<file path="src/rtl/astable_555_pkg.sv">
// ============================================================================
// Module   : astable_555_pkg
// Contents : Shared types and constants for the astable 555 timer model.
// Revision : 1.0
// ============================================================================
`default_nettype none

package astable_555_pkg;

   typedef logic [15:0] sample_t;

   typedef enum logic [0:0] {
      CHARGE    = 1'b0,
      DISCHARGE = 1'b1
   } state_e;

   localparam sample_t     FS      = 16'hFFFF;
   localparam int unsigned Q_SHIFT = 16;

endpackage

`default_nettype wire

</file>
<file path="src/rtl/astable_555_core_rc_node_step.sv">
// ============================================================================
// Module   : rc_node_step
// Contents : One combinational step of an RC node toward target or toward 0.
// Revision : 1.0
// ============================================================================
`default_nettype none

module rc_node_step
   import astable_555_pkg::*;
#(
   parameter int unsigned W = 16
) (
   input  logic [W-1:0] v_cap_i,
   input  logic [W-1:0] target_i,
   input  logic [W-1:0] k_i,
   input  logic         dir_i,
   output logic [W-1:0] v_next_o
);

   logic [W-1:0]   w_diff;
   logic [W-1:0]   w_d;
   logic [2*W-1:0] w_prod;
   logic           w_unused_lsb;

   // The step never exceeds the remaining distance (k < 1.0), so the
   // result is inherently saturated at target when charging and at 0 when discharging.
   always_comb begin
      w_diff = v_cap_i;
      if (dir_i) begin
         w_diff = (target_i > v_cap_i) ? (target_i - v_cap_i) : '0;
      end
      w_prod = {{W{1'b0}}, w_diff} * {{W{1'b0}}, k_i};
      w_d    = w_prod[Q_SHIFT +: W];
      if ((w_diff != '0) && (w_d == '0)) begin
         w_d = {{(W-1){1'b0}}, 1'b1};
      end
      v_next_o = dir_i ? (v_cap_i + w_d) : (v_cap_i - w_d);
   end

   assign w_unused_lsb = ^w_prod[Q_SHIFT-1:0];

endmodule

`default_nettype wire

</file>
<file path="src/rtl/astable_555_core.sv">
// ============================================================================
// Module   : astable_555_core
// Contents : Discrete-time 555 astable: cap integration, thresholds, period count.
// Revision : 1.0
// ============================================================================
`default_nettype none

module astable_555_core
   import astable_555_pkg::*;
#(
   parameter int unsigned      W         = 16,
   parameter logic [W-1:0]     K_CHG     = 16'd655,
   parameter logic [W-1:0]     K_DIS     = 16'd1311,
   parameter logic [W-1:0]     MIN_VCTRL = 16'h0400,
   parameter int unsigned      PCNT_W    = 20
) (
   input  logic              clk_msdsl,
   input  logic              rst_msdsl_n,
   input  logic              step_en,
   input  logic [W-1:0]      vcc,
   input  logic [W-1:0]      v_control,
   input  logic              pin_reset_n,
   output logic [W-1:0]      square_wave,
   output logic              out_high,
   output logic [W-1:0]      v_cap,
   output logic [PCNT_W-1:0] period_steps,
   output logic              period_valid
);

   state_e              state_q, state_d;
   logic [W-1:0]        vcap_q, vcap_d;
   logic [W-1:0]        sq_q, sq_d;
   logic                high_q, high_d;
   logic [PCNT_W-1:0]   cnt_q, cnt_d;
   logic [PCNT_W-1:0]   per_q, per_d;
   logic                pv_q, pv_d;
   logic                seen_q, seen_d;

   logic [W-1:0]        w_vc;
   logic [W-1:0]        w_upper;
   logic [W-1:0]        w_lower;
   logic                w_dis;
   logic [W-1:0]        w_vnext;
   logic [PCNT_W-1:0]   w_cnt_inc;

   assign w_vc    = (v_control < MIN_VCTRL) ? MIN_VCTRL : v_control;
   assign w_upper = w_vc;
   assign w_lower = w_vc >> 1;

   // A low RESET pin discharges the cap immediately, even from CHARGE.
   assign w_dis = (state_q == DISCHARGE) || !pin_reset_n;

   rc_node_step #(
      .W (W)
   ) u_rc_node_step (
      .v_cap_i  (vcap_q),
      .target_i (vcc),
      .k_i      (w_dis ? K_DIS : K_CHG),
      .dir_i    (!w_dis),
      .v_next_o (w_vnext)
   );

   always_ff @(posedge clk_msdsl or negedge rst_msdsl_n) begin
      if (!rst_msdsl_n) begin
         state_q <= CHARGE;
         vcap_q  <= '0;
         sq_q    <= '0;
         high_q  <= 1'b0;
         cnt_q   <= '0;
         per_q   <= '0;
         pv_q    <= 1'b0;
         seen_q  <= 1'b0;
      end else begin
         state_q <= state_d;
         vcap_q  <= vcap_d;
         sq_q    <= sq_d;
         high_q  <= high_d;
         cnt_q   <= cnt_d;
         per_q   <= per_d;
         pv_q    <= pv_d;
         seen_q  <= seen_d;
      end
   end

   always_comb begin
      state_d = state_q;
      if (step_en) begin
         if (!pin_reset_n) begin
            state_d = DISCHARGE;
         end else begin
            case (state_q)
               CHARGE:    if (w_vnext >= w_upper) state_d = DISCHARGE;
               DISCHARGE: if (w_vnext <= w_lower) state_d = CHARGE;
               default:   state_d = CHARGE;
            endcase
         end
      end
   end

   assign w_cnt_inc = (&cnt_q) ? cnt_q : (cnt_q + 1'b1);

   always_comb begin
      vcap_d = vcap_q;
      sq_d   = sq_q;
      high_d = high_q;
      cnt_d  = cnt_q;
      per_d  = per_q;
      pv_d   = 1'b0;
      seen_d = seen_q;
      if (step_en) begin
         vcap_d = w_vnext;
         high_d = (state_d == CHARGE);
         sq_d   = high_d ? vcc : '0;
         cnt_d  = w_cnt_inc;
         // The first rise after reset only arms the counter; no prior rise to measure from.
         if ((state_q == DISCHARGE) && (state_d == CHARGE)) begin
            cnt_d  = '0;
            seen_d = 1'b1;
            if (seen_q) begin
               per_d = w_cnt_inc;
               pv_d  = 1'b1;
            end
         end
      end
   end

   assign square_wave  = sq_q;
   assign out_high     = high_q;
   assign v_cap        = vcap_q;
   assign period_steps = per_q;
   assign period_valid = pv_q;

endmodule

`default_nettype wire
</file>
<file path="config.mk">
export PLATFORM = sky130hd
export DESIGN_NAME = astable_555_core
export DESIGN_NICKNAME = d
export VERILOG_FILES = /design/src/rtl/astable_555_pkg.sv /design/src/rtl/astable_555_core_rc_node_step.sv /design/src/rtl/astable_555_core.sv
export SDC_FILE = /design/constraint.sdc
export NUM_CORES = 1
export LEC_CHECK = 0
export ABC_CLOCK_PERIOD_IN_PS = 19100
export CAP_MARGIN = 20
export CELL_PAD_IN_SITES_DETAIL_PLACEMENT = 0
export CELL_PAD_IN_SITES_GLOBAL_PLACEMENT = 2
export CORE_UTILIZATION = 40
export DETAILED_ROUTE_END_ITERATION = 6
export PLACE_DENSITY_LB_ADDON = 0.1
export RECOVER_POWER = 50
export SLEW_MARGIN = 10
export SYNTH_ARGS = -nofsm -noshare
export SYNTH_HDL_FRONTEND = slang
export SYNTH_SLANG_ARGS = --single-unit
</file>
<file path="constraint.sdc">
create_clock -name clk_msdsl -period 19.1 [get_ports clk_msdsl]
set_input_delay 3.82 -clock clk_msdsl [delete_from_list [all_inputs] [get_ports clk_msdsl]]
set_output_delay 3.82 -clock clk_msdsl [all_outputs]
set_load 0.05 [all_outputs]
</file>
**Word-level counts from Yosys, hierarchy flattened**

Index checks and enable logic that the tools add are counted.

- Bits in registers: 76
- Output and inout bits: 54

- $add $sub $neg: 4
- $mul: 1
- $lt $le $gt $ge: 4
- Multiplexer cells: 17
- Bitwise operators: 2
- Reductions and logical operators: 9

Operators with widths:

| operator | count |
|---|---|
| two-way mux 16 bit | 6 |
| two-way mux 20 bit | 2 |
| subtractor 16 bit | 2 |
| multiplier 16 x 11 -> 27 bit | 1 |
| adder 20 x 1 -> 20 bit (second input constant) | 1 |
| AND reduction 20 bit | 1 |
| adder 16 bit | 1 |
| greater-or-equal comparator 16 bit | 1 |
| > comparator 16 bit | 1 |
| <= comparator 16 x 15 -> 1 bit | 1 |
| logical NOT 16 bit | 1 |
| < comparator 16 x 11 -> 1 bit (second input constant) | 1 |
| nonzero test 16 bit | 1 |
| two-way mux 11 bit | 1 |
| two-way mux 1 bit | 7 |
| AND reduction 3 bit | 1 |
| logical AND 1 bit | 2 |
| inverter 1 bit | 2 |
| case mux 1 bit (2 select lines) | 1 |
| AND reduction 2 bit | 1 |
| logical NOT 1 bit | 1 |
| logical OR 1 bit | 1 |

**Logic depth before layout (Yosys ltp)**

- Depth after elaboration: 18
- Mapped depth: 55
- Gate-level depth less buffers: 54

**By module**

Synthesis repeated with hierarchy kept, for this count alone.

- Cell total of the unflattened synthesis: 1,743
- Area total of the unflattened synthesis: 15,314.7 um^2

By module, submodules not included:

| module | instances | cells an instance | area each (um^2) | sequential area each (um^2) |
|---|---|---|---|---|
| rc_node_step | 1 | 1,323 | 10,959.3 | 0.0 |
| astable_555_core | 1 | 420 | 4,355.4 | 1,901.8 |

**Worst setup path after synthesis**

Ideal clock, no wire load.

- Path kind: input to register
- Start: in vcc[0]
- End: reg high_q (netlist: out_high)
- Data arrival time: 15.229 ns
- Required time: 18.967 ns
- Slack: 3.738 ns
- Stages on the path: 52
- Buffers on the path: 3
- Cells stage by stage: inv_1 > ha_1 > inv_1 > fa_1 > a211oi_2 > o211ai_2 > and4_4 > o211ai_1 > a21boi_0 > clkbuf_1 > nand2_1 > o21ai_0 > inv_1 > fa_1 > inv_1 > ha_1 > fa_1 > fa_1 > (+16 left out) > a2111o_1 > nand3_1 > xnor2_1 > ha_1 > o21a_1 > nor2_1 > a211oi_1 > o211ai_1 > a21oi_1 > o21a_1 > nor2_1 > xor2_1 > ha_1 > nand4_1 > or4_1 > a21oi_1 > clkbuf_1 > a21oi_1

- Word-level cells in the longest chain between the ends: 15

Ends and longest elaborated chain:

| item | RTL line | text |
|---|---|---|
| start: declaration | astable_555_core.sv:20 | `input logic [W-1:0] vcc,` |
| subtractor 16 bit / > comparator 16 bit (equally long branches) | astable_555_core_rc_node_step.sv:30 | `w_diff = (target_i > v_cap_i) ? (target_i - v_cap_i) : '0;` |
| two-way mux 16 bit (*) | astable_555_core_rc_node_step.sv:30 |  |
| two-way mux 16 bit (*) | astable_555_core_rc_node_step.sv:29 | `if (dir_i) begin` |
| multiplier 16 x 11 -> 27 bit | astable_555_core_rc_node_step.sv:32 | `w_prod = {{W{1'b0}}, w_diff} * {{W{1'b0}}, k_i};` |
| logical NOT 16 bit | astable_555_core_rc_node_step.sv:34 | `if ((w_diff != '0) && (w_d == '0)) begin` |
| logical AND 1 bit | astable_555_core_rc_node_step.sv:34 |  |
| two-way mux 16 bit (*) | astable_555_core_rc_node_step.sv:34 |  |
| adder 16 bit / subtractor 16 bit (equally long branches) | astable_555_core_rc_node_step.sv:37 | `v_next_o = dir_i ? (v_cap_i + w_d) : (v_cap_i - w_d);` |
| two-way mux 16 bit (*) | astable_555_core_rc_node_step.sv:37 |  |
| named net u_rc_node_step.v_next_o[15] | astable_555_core_rc_node_step.sv:17 | `output logic [W-1:0] v_next_o` |
| <= comparator 16 x 15 -> 1 bit / greater-or-equal comparator 16 bit (equally long branches) | astable_555_core.sv:93, astable_555_core.sv:92 |  |
| two-way mux 1 bit, on equally long branches | astable_555_core.sv:93, astable_555_core.sv:92 |  |
| case mux 1 bit (2 select lines) (*) | astable_555_core.sv:91 | `case (state_q)` |
| two-way mux 1 bit (*) | astable_555_core.sv:88 | `if (!pin_reset_n) begin` |
| two-way mux 1 bit (*) | astable_555_core.sv:87 | `if (step_en) begin` |
| inverter 1 bit (*) | astable_555_core.sv:112 | `high_d = (state_d == CHARGE);` |
| end signal: assignment | astable_555_core.sv:77 | `high_q <= high_d;` |
| end: declaration | astable_555_core.sv:33 | `logic high_q, high_d;` |

Mark *: on every way through the listed nets, which the timed path passes. The rest lies on a longest branch.
A chain may end at the register's enable or synchronous reset.

**Worst setup path after layout**

- Start: in vcc[0]
- End: reg cnt_q[1]

- Word-level cells in the longest chain between the ends: 17

Ends and longest elaborated chain:

| item | RTL line | text |
|---|---|---|
| subtractor 16 bit / > comparator 16 bit (equally long branches) | astable_555_core_rc_node_step.sv:30 |  |
| two-way mux 16 bit (*) | astable_555_core_rc_node_step.sv:30 |  |
| two-way mux 16 bit (*) | astable_555_core_rc_node_step.sv:29 |  |
| multiplier 16 x 11 -> 27 bit | astable_555_core_rc_node_step.sv:32 |  |
| logical NOT 16 bit | astable_555_core_rc_node_step.sv:34 |  |
| logical AND 1 bit | astable_555_core_rc_node_step.sv:34 |  |
| two-way mux 16 bit (*) | astable_555_core_rc_node_step.sv:34 |  |
| adder 16 bit / subtractor 16 bit (equally long branches) | astable_555_core_rc_node_step.sv:37 |  |
| (+1 left out) | n/a |  |
| named net u_rc_node_step.v_next_o[14] | astable_555_core_rc_node_step.sv:17 |  |
| <= comparator 16 x 15 -> 1 bit / greater-or-equal comparator 16 bit (equally long branches) | astable_555_core.sv:93, astable_555_core.sv:92 |  |
| two-way mux 1 bit, on equally long branches | astable_555_core.sv:93, astable_555_core.sv:92 |  |
| case mux 1 bit (2 select lines) (*) | astable_555_core.sv:91 |  |
| two-way mux 1 bit (*) | astable_555_core.sv:88 |  |
| two-way mux 1 bit (*) | astable_555_core.sv:87 |  |
| inverter 1 bit (*) | astable_555_core.sv:116 | `if ((state_q == DISCHARGE) && (state_d == CHARGE)) begin` |
| logical AND 1 bit (*) | astable_555_core.sv:116 |  |
| two-way mux 20 bit (*) | astable_555_core.sv:116 |  |
| end signal: assignment | astable_555_core.sv:78 | `cnt_q <= cnt_d;` |
| end: declaration | astable_555_core.sv:34 | `logic [PCNT_W-1:0] cnt_q, cnt_d;` |

Marks and branches as above.

==> impl_metrics.py <==
metrics = {
    "timing": {
        "fmax_ghz": 0.0601,
        "hold_viol": 0,
        "period_share_pct": 87.1,
        "tns_ns": 0,
        "fin_crit_ns": 16.63,
        "slew_violations": 77,
        "rsz0062_at_grt": "false",
        "final-setup-viol-count": 0,
        "whs_ns": 0.464,
        "finalClockSkew_ns": 0.0111,
        "slew_headroom_pct": -173,
        "tightest_slew_ns": 4.10,
    },
    "clocking": {
        "cts_resized": 0,
        "post-cts-setup-buffers": 0,
        "cts_tree": "done",
        "cts.path.max_buffers": 2,
        "cts_hold_buf": 0,
        "clock-sinks": 76,
        "path_clk_slew_ns": 0.06,
        "numCtsBuffers": 9,
        "cts-htree-levels": 3,
        "cts-root-buf": "clkbuf_16",
        "clk_latency_ns": 0.33,
    },
    "worst_setup_path": {
        "max_stage_delay_ns": 0.64,
        "end_kind": "flop",
        "r2r-end": "cnt_q[1]$_DFFE_PN0P_",
        "crit_arrival_ns": 16.85,
        "cpMostUsedCell": "inv_1",
        "required_ns": 19.31,
        "critPathLaunchType": "primary input",
        "critPathMaxFanout": 19,
        "r2r_cells": 47,
        "r2r_slack_ns": 5.84,
        "crit_type": "primary input to flop",
        "rr_startpoint": "v_cap[6]$_DFFE_PN0P_",
        "crit_slowest_cell": "o2111ai_2",
    },
    "die": {
        "core_mm2": 0.0255,
        "dieArea_mm2": 0.0269,
        "fp-row-count": 58,
        "die-height_um": 164,
        "pin_count": 90,
        "die_width_um": 164,
        "initial_core_util_pct": 41.2,
    },
    "placed_design": {
        "port_buffers": 89,
        "place.gp.congestion": 0.890,
        "dp_hpwl_um": 23500,
    },
    "min_path": {
        "hold_depth": 1,
        "hold_start": "seen_q$_DFFE_PN0P_",
        "hold_path_end": "seen_q$_DFFE_PN0P_",
        "hp-class": "flop to flop",
    },
    "status": {
        "violations": "capacitance limit, slew limit",
        "status": "finished with violations",
    },
    "cells_and_area": {
        "n_antenna_cell": 0,
        "layout_commonest_cell": "inv_1",
        "area_delta_synth_final_pct": 13.8,
        "drive_above_1_share_pct": 5.28,
        "nFillCells": 2540,
        "final_nets": 1531,
        "final_cell_mix": "inv_1, ha_1, nand2_1, a21oi_1, fa_1",
    },
    "drt": {
        "wirelength_um": 28200,
        "wl_per_cell_um": 17.7,
        "final_antenna_net_count": 0,
        "num_vias": 8484,
        "drt_iter0_markers": 430,
        "routed_via_density": 5.31,
        "firstDrtPassIters": 5,
        "drc": 0,
    },
    "job": {
        "maxCapViolations": 1,
    },
    "global_routing": {
        "grt_pass1_vias": 8761,
        "grt_use_total_pct": 22.1,
        "antenna_found_initial": 0,
        "grt_max_degree": 81,
        "grt_first_pass_wirelength_um": 46100,
        "overflow": 0,
    },
    "synthesis": {
        "synth-seq-area-share_pct": 18.1,
        "synth_cell_types": 80,
        "synth_ff_type": "dfrtp_1",
        "syn_nets": 1469,
        "synthCells": 1201,
        "synth-edff-count": 0,
        "ys_warn_count": 0,
        "synthArstFlopShare_pct": 100,
        "synth.ff_latch_count": 76,
        "syn_area_mm2": 0.0105,
        "syn_avg_cell_area_um2": 8.73,
    },
}
-- sequential cells by signal, indices dropped and copies added, names as in the netlist --
signal / flops
cnt_q: 20
period_steps: 20
square_wave: 16
v_cap: 16
out_high: 1
period_valid: 1
seen_q: 1
state_q: 1
-- cells in the mapped netlist (3+ instances only) --
| cell type | n | area [um^2] |
|---|---|---|
| nand3_1 | 25 | 125 |
| and4_1 | 3 | 26.3 |
| or3_1 | 4 | 25.0 |
| o31ai_1 | 3 | 22.5 |
| or2_2 | 3 | 18.8 |
| nand4b_1 | 3 | 26.3 |
| ha_1 | 153 | 1910 |
| mux2_2 | 22 | 248 |
| nor3b_1 | 3 | 22.5 |
| and2_1 | 6 | 37.5 |
| nor4_1 | 15 | 93.8 |
| a311oi_1 | 3 | 26.3 |
| mux2i_1 | 26 | 260 |
| o211ai_1 | 3 | 22.5 |
| and3_1 | 7 | 43.8 |
| nor2b_1 | 11 | 68.8 |
| o2111ai_1 | 3 | 26.3 |
| nor2_1 | 64 | 240 |
| a221oi_1 | 4 | 35.0 |
| buf_2 | 3 | 15.0 |
| xnor2_1 | 44 | 385 |
| nand4_1 | 17 | 106 |
| fa_1 | 79 | 1580 |
| nor3_1 | 15 | 75.1 |
| o22ai_1 | 4 | 25.0 |
| a2111o_1 | 3 | 33.8 |
| nand2_1 | 121 | 454 |
| inv_1 | 172 | 646 |
| xor2_1 | 27 | 236 |
| a21o_1 | 23 | 173 |
| dfrtp_1 | 76 | 1900 |
| clkbuf_1 | 37 | 139 |
| nand2b_1 | 12 | 75.1 |
| a211oi_1 | 5 | 37.5 |
| o21ai_1 | 3 | 15.0 |
| or4_1 | 6 | 45.0 |
| o21a_1 | 14 | 105 |
| a31oi_1 | 7 | 43.8 |
| o21ai_0 | 36 | 180 |
| a21oi_1 | 82 | 410 |
-- logic make-up (layout without fill, tap and decap cells) --
group,count (synthesis),in the layout,synth area share (%)
AND/OR/NAND/NOR,326,326,15.3
adder cells (fa/ha/maj),232,232,33.3
AO/OA/AOI/OAI,229,229,14.6
buffers and inverters,217,284,7.87
flip-flops,76,76,18.1
XOR/XNOR,71,71,5.93
multiplexers,48,48,4.84
other,2,2,0.0716
-- cell type report --
type                            instances  area, um^2  area share (%)
Multi-Input combinational cell        908        7760            65.0
Sequential cell                        76        1900            15.9
Timing Repair Buffer                   95         932            7.81
Inverter                              173         649            5.44
Tap cell                              330         413            3.46
Clock buffer                           11         243            2.03
Clock inverter                          5        37.5           0.314
-- worst max-delay path by stage --
stage / start / end / slack (ns) / cells after the start
after floorplan: vcc[0] / out_high$_DFFE_PN0P_ / 3.74 / 52
after global placement: vcc[0] / period_steps[7]$_DFFE_PN0P_ / 2.13 / 49
after detailed placement: vcc[0] / period_steps[8]$_DFFE_PN0P_ / 1.89 / 49
after CTS: vcc[0] / period_steps[16]$_DFFE_PN0P_ / 2.24 / 49
after global routing: vcc[0] / square_wave[0]$_DFFE_PN0P_ / 1.53 / 51
final: vcc[0] / cnt_q[1]$_DFFE_PN0P_ / 2.47 / 52
-- critical path, delay by kind of cell --
kind | cells | cell delay, ns
xor gates and xnor gates | 3 | 0.56
buffers and inverters | 9 | 1.11
and+or+nand+nor | 14 | 2.01
AOI/OAI and AO/OA | 15 | 5.07
adders and majority gates | 11 | 4.27
-- routing by layer --
layer | global-route usage (%) | wire length [um]
met1 | 30.1 | 13700
met5 | 0 | 0
met4 | 6.14 | 636
met2 | 37.3 | 13300
met3 | 1.77 | 652
-- per-stage QoR --
stage	instance area (um^2)	instances	setup slack, ns	util [%]
3_3_place_gp	11600	1581	2.13	45.7
2_1_floorplan	10500	1201	3.74	-
3_5_place_dp	11600	1581	1.89	45.7
4_1_cts	11900	1597	2.24	46.8
6_report	11900	1598	2.47	46.9
5_1_grt	11900	1598	1.53	46.9
Power is not shown: default switching activity piles up to over one toggle a cycle in this logic, so the estimate is an artifact.
